--- config.mk ---
export PLATFORM = sky130hd
export DESIGN_NAME = vga_timing_pattern
export DESIGN_NICKNAME = d
export VERILOG_FILES = /design/src/rtl/vga_timing_pattern.sv
export SDC_FILE = /design/constraint.sdc
export NUM_CORES = 1
export LEC_CHECK = 0
export CAP_MARGIN = 20
export CORE_MARGIN = 3
export CORE_UTILIZATION = 52
export CTS_CLUSTER_DIAMETER = 200
export DETAILED_ROUTE_END_ITERATION = 12
export GPL_TIMING_DRIVEN = 0
export PLACE_DENSITY = 0.84
export SETUP_SLACK_MARGIN = 0.5
export SLEW_MARGIN = 20
export SYNTH_ARGS = -nofsm -noshare
export SYNTH_HDL_FRONTEND = slang
export SYNTH_SLANG_ARGS = --single-unit
--- constraint.sdc ---
create_clock -name OSC_50 -period 2.77 [get_ports OSC_50]
set_input_delay 0.4155 -clock OSC_50 [delete_from_list [all_inputs] [get_ports OSC_50]]
set_output_delay 0.4155 -clock OSC_50 [all_outputs]
set_load 0.05 [all_outputs]
--- src/rtl/vga_timing_pattern.sv ---
// vga_timing_pattern: VGA sync/timing generator with four built-in test
// patterns (solid, colour bars, checker, grid). Counters advance on a pixel
// strobe derived from OSC_50; all video outputs are registered one strobe
// behind the counter state so syncs, DE, X/Y and RGB stay aligned.
// Optional macro VGA_BORDER_EN forces a one-pixel white border on the
// active area in every mode.
module vga_timing_pattern #(
  parameter int H_ACT     = 640,
  parameter int H_FRONT   = 16,
  parameter int H_SYNC    = 96,
  parameter int H_BACK    = 48,
  parameter int V_ACT     = 480,
  parameter int V_FRONT   = 11,
  parameter int V_SYNC    = 2,
  parameter int V_BACK    = 31,
  parameter int HS_POL    = 0,
  parameter int VS_POL    = 0,
  parameter int RGB_W     = 8,
  parameter int PIX_DIV   = 2,
  parameter int CHK_LOG2  = 5,
  parameter int GRID_LOG2 = 4
) (
  input  logic               OSC_50,
  input  logic               RST,
  input  logic [1:0]         MODE,
  input  logic [3*RGB_W-1:0] COLOR,
  output logic               PIX_EN,
  output logic               VGA_HS,
  output logic               VGA_VS,
  output logic               VGA_DE,
  output logic [10:0]        X,
  output logic [10:0]        Y,
  output logic [RGB_W-1:0]   VGA_R,
  output logic [RGB_W-1:0]   VGA_G,
  output logic [RGB_W-1:0]   VGA_B,
  output logic [15:0]        FRAME_CNT
);

  localparam int   H_TOTAL = H_ACT + H_FRONT + H_SYNC + H_BACK;
  localparam int   V_TOTAL = V_ACT + V_FRONT + V_SYNC + V_BACK;
  localparam int   HS_BEG  = H_ACT + H_FRONT;
  localparam int   HS_END  = HS_BEG + H_SYNC;
  localparam int   VS_BEG  = V_ACT + V_FRONT;
  localparam int   VS_END  = VS_BEG + V_SYNC;
  localparam logic HS_ON   = (HS_POL != 0);
  localparam logic VS_ON   = (VS_POL != 0);
  localparam int   PW      = 3 * RGB_W;

  logic          div;
  logic          pix_en;
  logic [10:0]   h, v;
  logic [1:0]    mode_q;
  logic [PW-1:0] color_q;

  logic          frame_start, h_last, v_last;
  logic          active, hs_in, vs_in;
  logic [1:0]    mode_cur;
  logic [PW-1:0] color_cur;
  logic [PW-1:0] pix;
  logic [2:0]    bar;

  assign pix_en      = ~div;
  assign PIX_EN      = pix_en;
  assign frame_start = (h == '0) && (v == '0);
  assign h_last      = (h == 11'(H_TOTAL - 1));
  assign v_last      = (v == 11'(V_TOTAL - 1));
  assign active      = (h < 11'(H_ACT)) && (v < 11'(V_ACT));
  assign hs_in       = (h >= 11'(HS_BEG)) && (h < 11'(HS_END));
  assign vs_in       = (v >= 11'(VS_BEG)) && (v < 11'(VS_END));

  // The first pixel of a frame uses MODE/COLOR live so the sampled value
  // already governs pixel (0,0); the rest of the frame uses the latch.
  assign mode_cur  = frame_start ? MODE  : mode_q;
  assign color_cur = frame_start ? COLOR : color_q;

  // Pixel strobe: toggling divider for PIX_DIV=2, held at 0 (strobe always high) for PIX_DIV=1
  always_ff @(posedge OSC_50) begin
    if (RST) div <= 1'b0;
    else     div <= (PIX_DIV == 2) ? ~div : 1'b0;
  end

  // Horizontal/vertical raster counters
  always_ff @(posedge OSC_50) begin
    if (RST) begin
      h <= '0;
      v <= '0;
    end else if (pix_en) begin
      if (h_last) begin
        h <= '0;
        v <= v_last ? '0 : v + 11'd1;
      end else begin
        h <= h + 11'd1;
      end
    end
  end

  // Latch MODE/COLOR once per frame at the (0,0) update
  always_ff @(posedge OSC_50) begin
    if (RST) begin
      mode_q  <= '0;
      color_q <= '0;
    end else if (pix_en && frame_start) begin
      mode_q  <= MODE;
      color_q <= COLOR;
    end
  end

  // Completed-frame counter, bumped as V wraps to 0
  always_ff @(posedge OSC_50) begin
    if (RST)                           FRAME_CNT <= '0;
    else if (pix_en && h_last && v_last) FRAME_CNT <= FRAME_CNT + 16'd1;
  end

  // Colour bar index floor(h*8/H_ACT) using constant thresholds instead of a divider
  always_comb begin
    bar = 3'd0;
    for (int k = 1; k < 8; k++)
      if ((14'(h) << 3) >= 14'(k * H_ACT)) bar = 3'(k);
  end

  // Pattern colour for the current counter position
  always_comb begin
    pix = '0;
    case (mode_cur)
      2'd0:    pix = color_cur;
      2'd1:    pix = {{RGB_W{~bar[1]}}, {RGB_W{~bar[2]}}, {RGB_W{~bar[0]}}};
      2'd2:    pix = (h[CHK_LOG2] ^ v[CHK_LOG2]) ? '0 : color_cur;
      default: pix = ((h[GRID_LOG2-1:0] == '0) || (v[GRID_LOG2-1:0] == '0)) ? '1 : '0;
    endcase
`ifdef VGA_BORDER_EN
    if ((h == '0) || (h == 11'(H_ACT - 1)) || (v == '0) || (v == 11'(V_ACT - 1)))
      pix = '1;
`endif
  end

  // Registered video outputs, one strobe behind the counters
  always_ff @(posedge OSC_50) begin
    if (RST) begin
      VGA_HS <= ~HS_ON;
      VGA_VS <= ~VS_ON;
      VGA_DE <= 1'b0;
      X      <= '0;
      Y      <= '0;
      VGA_R  <= '0;
      VGA_G  <= '0;
      VGA_B  <= '0;
    end else if (pix_en) begin
      VGA_HS <= hs_in ? HS_ON : ~HS_ON;
      VGA_VS <= vs_in ? VS_ON : ~VS_ON;
      VGA_DE <= active;
      X      <= active ? h : '0;
      Y      <= active ? v : '0;
      {VGA_R, VGA_G, VGA_B} <= active ? pix : '0;
    end
  end

endmodule

**Yosys cells after proc, flatten, opt, wreduce, memory -nomap -nowiden**

Index checks and enable logic that the tools add are counted.

- Add/sub/neg operators: 3
- Bitwise logic cells: 5
- Equality and inequality tests: 4
- Reductions and logical operators: 14
- $lt $le $gt $ge: 13
- Muxes and demuxes: 19

Operator list:

| kind | count |
|---|---|
| 24-bit two-way mux | 4 |
| 24-bit one-hot mux with 3 select lines | 1 |
| 11-bit two-way mux | 4 |
| 14-bit by 12-bit greater-or-equal comparator with 1-bit output (second input constant) | 3 |
| 14-bit by 11-bit greater-or-equal comparator with 1-bit output (second input constant) | 2 |
| 11-bit by 1-bit adder with 11-bit output (second input constant) | 2 |
| 11-bit by 10-bit == test with 1-bit output (second input constant) | 2 |
| 11-bit logical NOT | 2 |
| 11-bit by 10-bit < comparator with 1-bit output (second input constant) | 2 |
| 11-bit by 9-bit < comparator with 1-bit output (second input constant) | 2 |
| 3-bit two-way mux | 6 |
| 16-bit by 1-bit adder with 16-bit output (second input constant) | 1 |
| 14-bit by 10-bit greater-or-equal comparator with 1-bit output (second input constant) | 1 |
| 14-bit by 13-bit greater-or-equal comparator with 1-bit output (second input constant) | 1 |
| 11-bit by 10-bit greater-or-equal comparator with 1-bit output (second input constant) | 1 |
| 11-bit by 9-bit greater-or-equal comparator with 1-bit output (second input constant) | 1 |
| 4-bit logical NOT | 2 |
| 1-bit logical AND | 7 |
| 1-bit inverter | 4 |
| 1-bit two-way mux | 3 |
| 2-bit by 1-bit == test with 1-bit output (second input constant) | 1 |
| 2-bit == test (second input constant) | 1 |
| 2-bit logical NOT | 1 |
| 2-bit two-way mux | 1 |
| other kinds (3) | 3 |

- Flip-flop bits (word level): 114

**Longest topological paths before layout**

- Depth in word-level cells: 11
- Gate-level depth with buffers: 10
- Depth with buffers taken out: 8

**Least setup slack after synthesis**

Ideal clock, no wire load.

- Path kind: flip-flop to flip-flop
- Start point: register v[5]
- End point: register FRAME_CNT[4]
- Period minus slack after synthesis: 2.045 ns
- Slack: 0.725 ns
- Data required time: 2.642 ns
- Cell stages (with the launch flop): 8
- Data arrival time: 1.918 ns
- Setup time: 0.128 ns
- Path buffers: 1
- Cells stage by stage: dfxtp_1 or4_4 nor4_4 and2_1 buf_6 nand4_1 xor2_1 nor2_1

- Longest elaborated chain between the ends: 2

RTL lines:

| what | RTL line | source |
|---|---|---|
| from (decl) | 51 | `logic [10:0] h, v;` |
| from (signal assigned) | 90 | `v <= v_last ? '0 : v + 11'd1;` |
| 11-bit by 10-bit == test with 1-bit output | 66 | `assign v_last = (v == 11'(V_TOTAL - 1));` |
| 1-bit logical AND | 111 | `else if (pix_en && h_last && v_last) FRAME_CNT <= FRAME_CNT + 16'd1;` |
| to (signal assigned) | 111 |  |
| to (decl) | 36 | `output logic [15:0] FRAME_CNT` |

No other way between the ends.
A chain may end at the register's enable or synchronous reset.

**Worst setup path in the final report**

- Start point: register v[1]
- End point: register VGA_R[7]

- Longest elaborated chain between the ends: 6
- Elaborated cells on any way between the ends: 15

RTL lines:

| what | RTL line | source |
|---|---|---|
| 11-bit logical NOT | 64 | `assign frame_start = (h == '0) && (v == '0);` |
| 1-bit logical AND | 64 |  |
| 2-bit two-way mux or 24-bit two-way mux (tied branches) | 73, 74 |  |
| 2-bit == test, or another cell as far along | 124 | `case (mode_cur)` |
| 24-bit one-hot mux with 3 select lines | 124 |  |
| 24-bit two-way mux * | 153 | `{VGA_R, VGA_G, VGA_B} <= active ? pix : '0;` |
| to (signal assigned) | 153 |  |
| to (decl) | 33 | `output logic [RGB_W-1:0] VGA_R,` |

Mark *: on every way between the ends. The rest lies on a longest branch, timed or not.

==> results_tabular.tex <==
\begin{tabular}{lr}
\hline
Metric & Value \\
\hline
\multicolumn{2}{l}{\textbf{Critical path}} \\
Worst reg2reg setup slack & 0.52 ns \\
Count of buffering cells on the critical path with inverters included & 2 \\
CP Cell Sequence & inv\_2 > ha\_1 > nor3b\_4 > nand3\_2 > nor4\_4 > buf\_6 > or3\_1 > o31ai\_2 > a22o\_1 \\
Worst reg2reg endpoint & VGA\_R[7] \\
Category of cells accounting for the largest share of critical-path delay & simple AND/OR/NAND/NOR gates \\
Slowest-stage cell, CP & sky130\_fd\_sc\_hd\_\_dfxtp\_1 \\
Data required time at the worst endpoint & 3.17 ns \\
Endpoint arrival time on the critical path & 2.65 ns \\
Element type at the critical path start & flop \\
Critical Setup Path Class & flop to flop \\
Element type at the critical path end & flop \\
R2R cell count & 9 \\
Biggest cell delay along the critical path & 0.38 ns \\
Largest fanout on the critical path & 10 \\
Startpoint of the lowest-slack register-to-register path & v[1] \\
\multicolumn{2}{l}{\textbf{Hold path}} \\
Worst Min Path Start & VGA\_DE \\
Instance count along the most critical hold path & 2 \\
Class of the tightest hold or removal check & flop to flop \\
Terminating pin of the worst hold path & VGA\_DE \\
\multicolumn{2}{l}{\textbf{Clock network}} \\
Number of buffers inserted by hold repair at cts & 0 \\
Clk root buf & sky130\_fd\_sc\_hd\_\_clkbuf\_8 \\
Maximum count of clock buffers along a single path & 2 \\
Deepest level of the CTS H-tree & 4 \\
Clock-pin slew of the registers on the worst-case setup and hold paths & 0.06 ns \\
Number of CTS-inserted buffers & 17 \\
CTS tree & done \\
Skew-Pair Late Insertion Delay & 0.52 ns \\
Total clock sinks & 114 \\
\multicolumn{2}{l}{\textbf{GRT}} \\
Global-route usage over all layers & 24.1\% \\
Pin count of the biggest net entering global routing & 17 \\
Via count of the first global-routing pass & 4,396 \\
Antenna violations before repair & 0 \\
GRT overflow & 0 \\
Global-route wire length before repair & 21.4 mm \\
\multicolumn{2}{l}{\textbf{Synth}} \\
Proportion of synthesized chip area in sequential cells & 45.7\% \\
Leading cell type by number of instances after synthesis & sky130\_fd\_sc\_hd\_\_dfxtp\_1 \\
Synth Cell Area & 0.00499 sq mm \\
Area share of the leading cell type in the synthesized netlist & 45.7\% \\
Number of synthesized register bits & 114 \\
Mean cell area of the mapped netlist & 9.14 sq um \\
Unique cell type count in the Yosys netlist & 53 \\
Biggest area consumer among synthesized cells & sky130\_fd\_sc\_hd\_\_dfxtp\_1 \\
Ys async rst share & 0\% \\
Leading post-synthesis cells by instance count & 114 x sky130\_fd\_sc\_hd\_\_dfxtp\_1, 75 x sky130\_fd\_sc\_hd\_\_nor2\_1, 41 x sky130\_fd\_sc\_hd\_\_a21oi\_1 \\
Number of nets in the synthesized netlist & 579 \\
Dominant register cell in the synthesized netlist & sky130\_fd\_sc\_hd\_\_dfxtp\_1 \\
Number of enable flip-flop cells after synthesis & 0 \\
Yosys warning count & 0 \\
Gate count of the mapped netlist & 546 \\
Cell types with the largest area share after synthesis & sky130\_fd\_sc\_hd\_\_dfxtp\_1 46\%, sky130\_fd\_sc\_hd\_\_nor2\_1 5.6\%, sky130\_fd\_sc\_hd\_\_mux2i\_1 5.6\%, sky130\_fd\_sc\_hd\_\_a22o\_1 5.1\%, sky130\_fd\_sc\_hd\_\_a21oi\_1 4.1\% \\
\multicolumn{2}{l}{\textbf{Floorplan}} \\
Die Span Y & 104 um \\
Die ar. & 0.0108 sq mm \\
Starting density of the core & 53.7\% \\
Core ar. & 0.00928 sq mm \\
Top Ports & 94 \\
Die W & 104 um \\
Row cnt & 35 \\
\multicolumn{2}{l}{\textbf{Detailed routing}} \\
Iteration-0 DRC count of the detailed router & 254 \\
Count of nets left with antenna violations after detail routing & 0 \\
Detail-routed via count per cell & 5.69 \\
Average wire length per cell after detail routing & 16.6 um \\
Total length of routed wires & 13.4 mm \\
Detailed-routing iteration count for the pre-antenna-repair pass & 7 \\
Number of vias after detailed routing & 4,603 \\
Residual DRC count & 0 \\
\multicolumn{2}{l}{\textbf{Outcome}} \\
Outcome & finished, final reports clean \\
\multicolumn{2}{l}{\textbf{Power}} \\
Static Leak & 2.65 nW \\
Maximum vdd ir drop & 0.434 mV \\
Total chip power & 4.92 mW \\
Power Dens Cells & 719 mW/mm\^{}2 \\
\multicolumn{2}{l}{\textbf{Placed design}} \\
Instance area after placement & 0.00608 sq mm \\
\# port buffers & 92 \\
RePlAce Congestion & 0.937 \\
DPL Wire Length & 8.94 mm \\
\multicolumn{2}{l}{\textbf{STA}} \\
Unrepaired setup endpoints after global routing & yes \\
Endpoints failing setup & 0 \\
Post-route clock skew & 0.00916 ns \\
Post-route fraction of the period consumed by the critical path & 81.3\% \\
Final critical-path required period & 2.25 ns \\
Number of endpoints with negative hold slack in the final report & 0 \\
Max-slew violations & 0 \\
Highest attainable clock frequency & 0.444 GHz \\
Pin slew with the least headroom to its limit & 0.673 ns \\
Final-layout setup total negative slack & 0 ns \\
Headroom to the max-slew limit & 54.8\% \\
\multicolumn{2}{l}{\textbf{Job}} \\
Number of max-capacitance violations reported & 0 \\
\multicolumn{2}{l}{\textbf{Layout}} \\
Proportion of layout cells with a drive suffix above 1 & 12.8\% \\
Net total in the final layout & 700 \\
Antenna diode count & 0 \\
Area growth from synthesis to layout & 37.1\% \\
Cell area after layout & 0.00684 sq mm \\
\hline
\end{tabular}
-- cell type report --
type	count	area, sq um
well taps	129	161
plain buffers	42	245
inverters	14	52.6
repair buffers	102	995
flip-flops and latches	114	2280
clock buffers	20	435
multi-input cells	376	2530
clock inverters	12	135
fillers	654	2450
-- worst reg2reg max path, delay by kind of cell (launching register included) --
| family | cells | cell delay (ns) |
|---|---|---|
| AOI/OAI and AO/OA | 2 | 0.45 |
| adders and majority gates | 1 | 0.15 |
| buffers and inverters | 2 | 0.30 |
| DFF | 1 | 0.38 |
| and+or+nand+nor | 4 | 0.87 |
-- cell families (layout without fill, tap and decap cells) --
| logic type | count (synthesis) | count (layout) | synth area share (%) |
|---|---|---|---|
| DFF | 114 | 114 | 45.7 |
| and+or+nand+nor | 192 | 192 | 20.3 |
| buffers and inverters | 56 | 190 | 5.19 |
| adders and majority gates | 6 | 6 | 1.45 |
| xor gates and xnor gates | 34 | 34 | 5.97 |
| muxes | 28 | 28 | 5.62 |
| AOI/OAI and AO/OA | 116 | 116 | 15.7 |
-- power breakdown --
part | total (mW) | switching, mW | internal (mW) | leakage [nW]
combinational | 1.00 | 0.601 | 0.403 | 1.45
clock | 2.08 | 0.777 | 1.30 | 0.267
sequential | 1.83 | 0.0704 | 1.76 | 0.931
total | 4.92 | 1.45 | 3.47 | 2.65
-- metrics by stage --
stage | instances | utilization [%] | worst slack, ns | hold slack [ns]
after global placement | 767 | 65.4 | -0.360 | 0.430
after floorplan | 546 | - | 0.725 | 0.461
after global routing | 809 | 73.7 | 0.424 | 0.468
after detailed placement | 767 | 65.4 | -0.358 | 0.434
final | 809 | 73.7 | 0.518 | 0.440
after CTS | 802 | 72.5 | 0.503 | 0.443
-- worst max-delay path by stage --
stage          start            to  depth (start not counted)
2_1_floorplan   v[5]  FRAME_CNT[4]                          7
3_3_place_gp     RST      VGA_G[5]                          5
3_5_place_dp     RST      VGA_R[7]                          5
4_1_cts         v[5]   color_q[18]                          7
5_1_grt         v[1]     mode_q[0]                         10
6_report        v[1]      VGA_R[7]                          9
-- repair_timing --
action                                  CTS  global route
endpoints found under the hold margin     0             0
pin swaps                                 1             3
setup buffers                             3             7
endpoints found under the setup margin   59            68
resized for setup                        13            24
-- state kept, by name, summed over array words and instances (netlist names) --
signal     flops
VGA_G          8
X             11
h             11
div            1
FRAME_CNT     16
VGA_HS         1
VGA_DE         1
VGA_B          8
v             11
color_q       24
Y             11
mode_q         2
VGA_VS         1
VGA_R          8
-- cells in the final DEF (no fill, tap or decap), types with 5 or more instances in the layout --
| cell type | instances |
|---|---|
| sky130_fd_sc_hd__dfxtp_1 | 113 |
| sky130_fd_sc_hd__clkdlybuf4s50_1 | 91 |
| sky130_fd_sc_hd__nor2_1 | 75 |
| sky130_fd_sc_hd__a21oi_1 | 41 |
| sky130_fd_sc_hd__nand2_1 | 35 |
| sky130_fd_sc_hd__a22o_1 | 29 |
| sky130_fd_sc_hd__mux2i_1 | 26 |
| sky130_fd_sc_hd__clkbuf_1 | 23 |
| sky130_fd_sc_hd__nand3_1 | 21 |
| sky130_fd_sc_hd__xnor2_1 | 18 |
| sky130_fd_sc_hd__a211oi_1 | 17 |
| sky130_fd_sc_hd__xor2_1 | 16 |
| sky130_fd_sc_hd__clkbuf_16 | 16 |
| sky130_fd_sc_hd__inv_1 | 13 |
| sky130_fd_sc_hd__buf_4 | 11 |
| sky130_fd_sc_hd__nor3_1 | 9 |
| sky130_fd_sc_hd__o21ai_0 | 9 |
| sky130_fd_sc_hd__a22oi_1 | 8 |
| sky130_fd_sc_hd__clkbuf_2 | 7 |
| sky130_fd_sc_hd__nand4_1 | 7 |
| sky130_fd_sc_hd__and2_1 | 6 |
| sky130_fd_sc_hd__ha_1 | 5 |
-- per-layer routing --
| layer | global-route usage (%) | wire length, um |
|---|---|---|
| met1 | 30.2 | 5680 |
| met4 | 10.5 | 265 |
| met2 | 38.6 | 6410 |
| met3 | 6.95 | 1080 |
| met5 | 0 | 0 |
No activity file was read; power rests on OpenSTA's default activity.
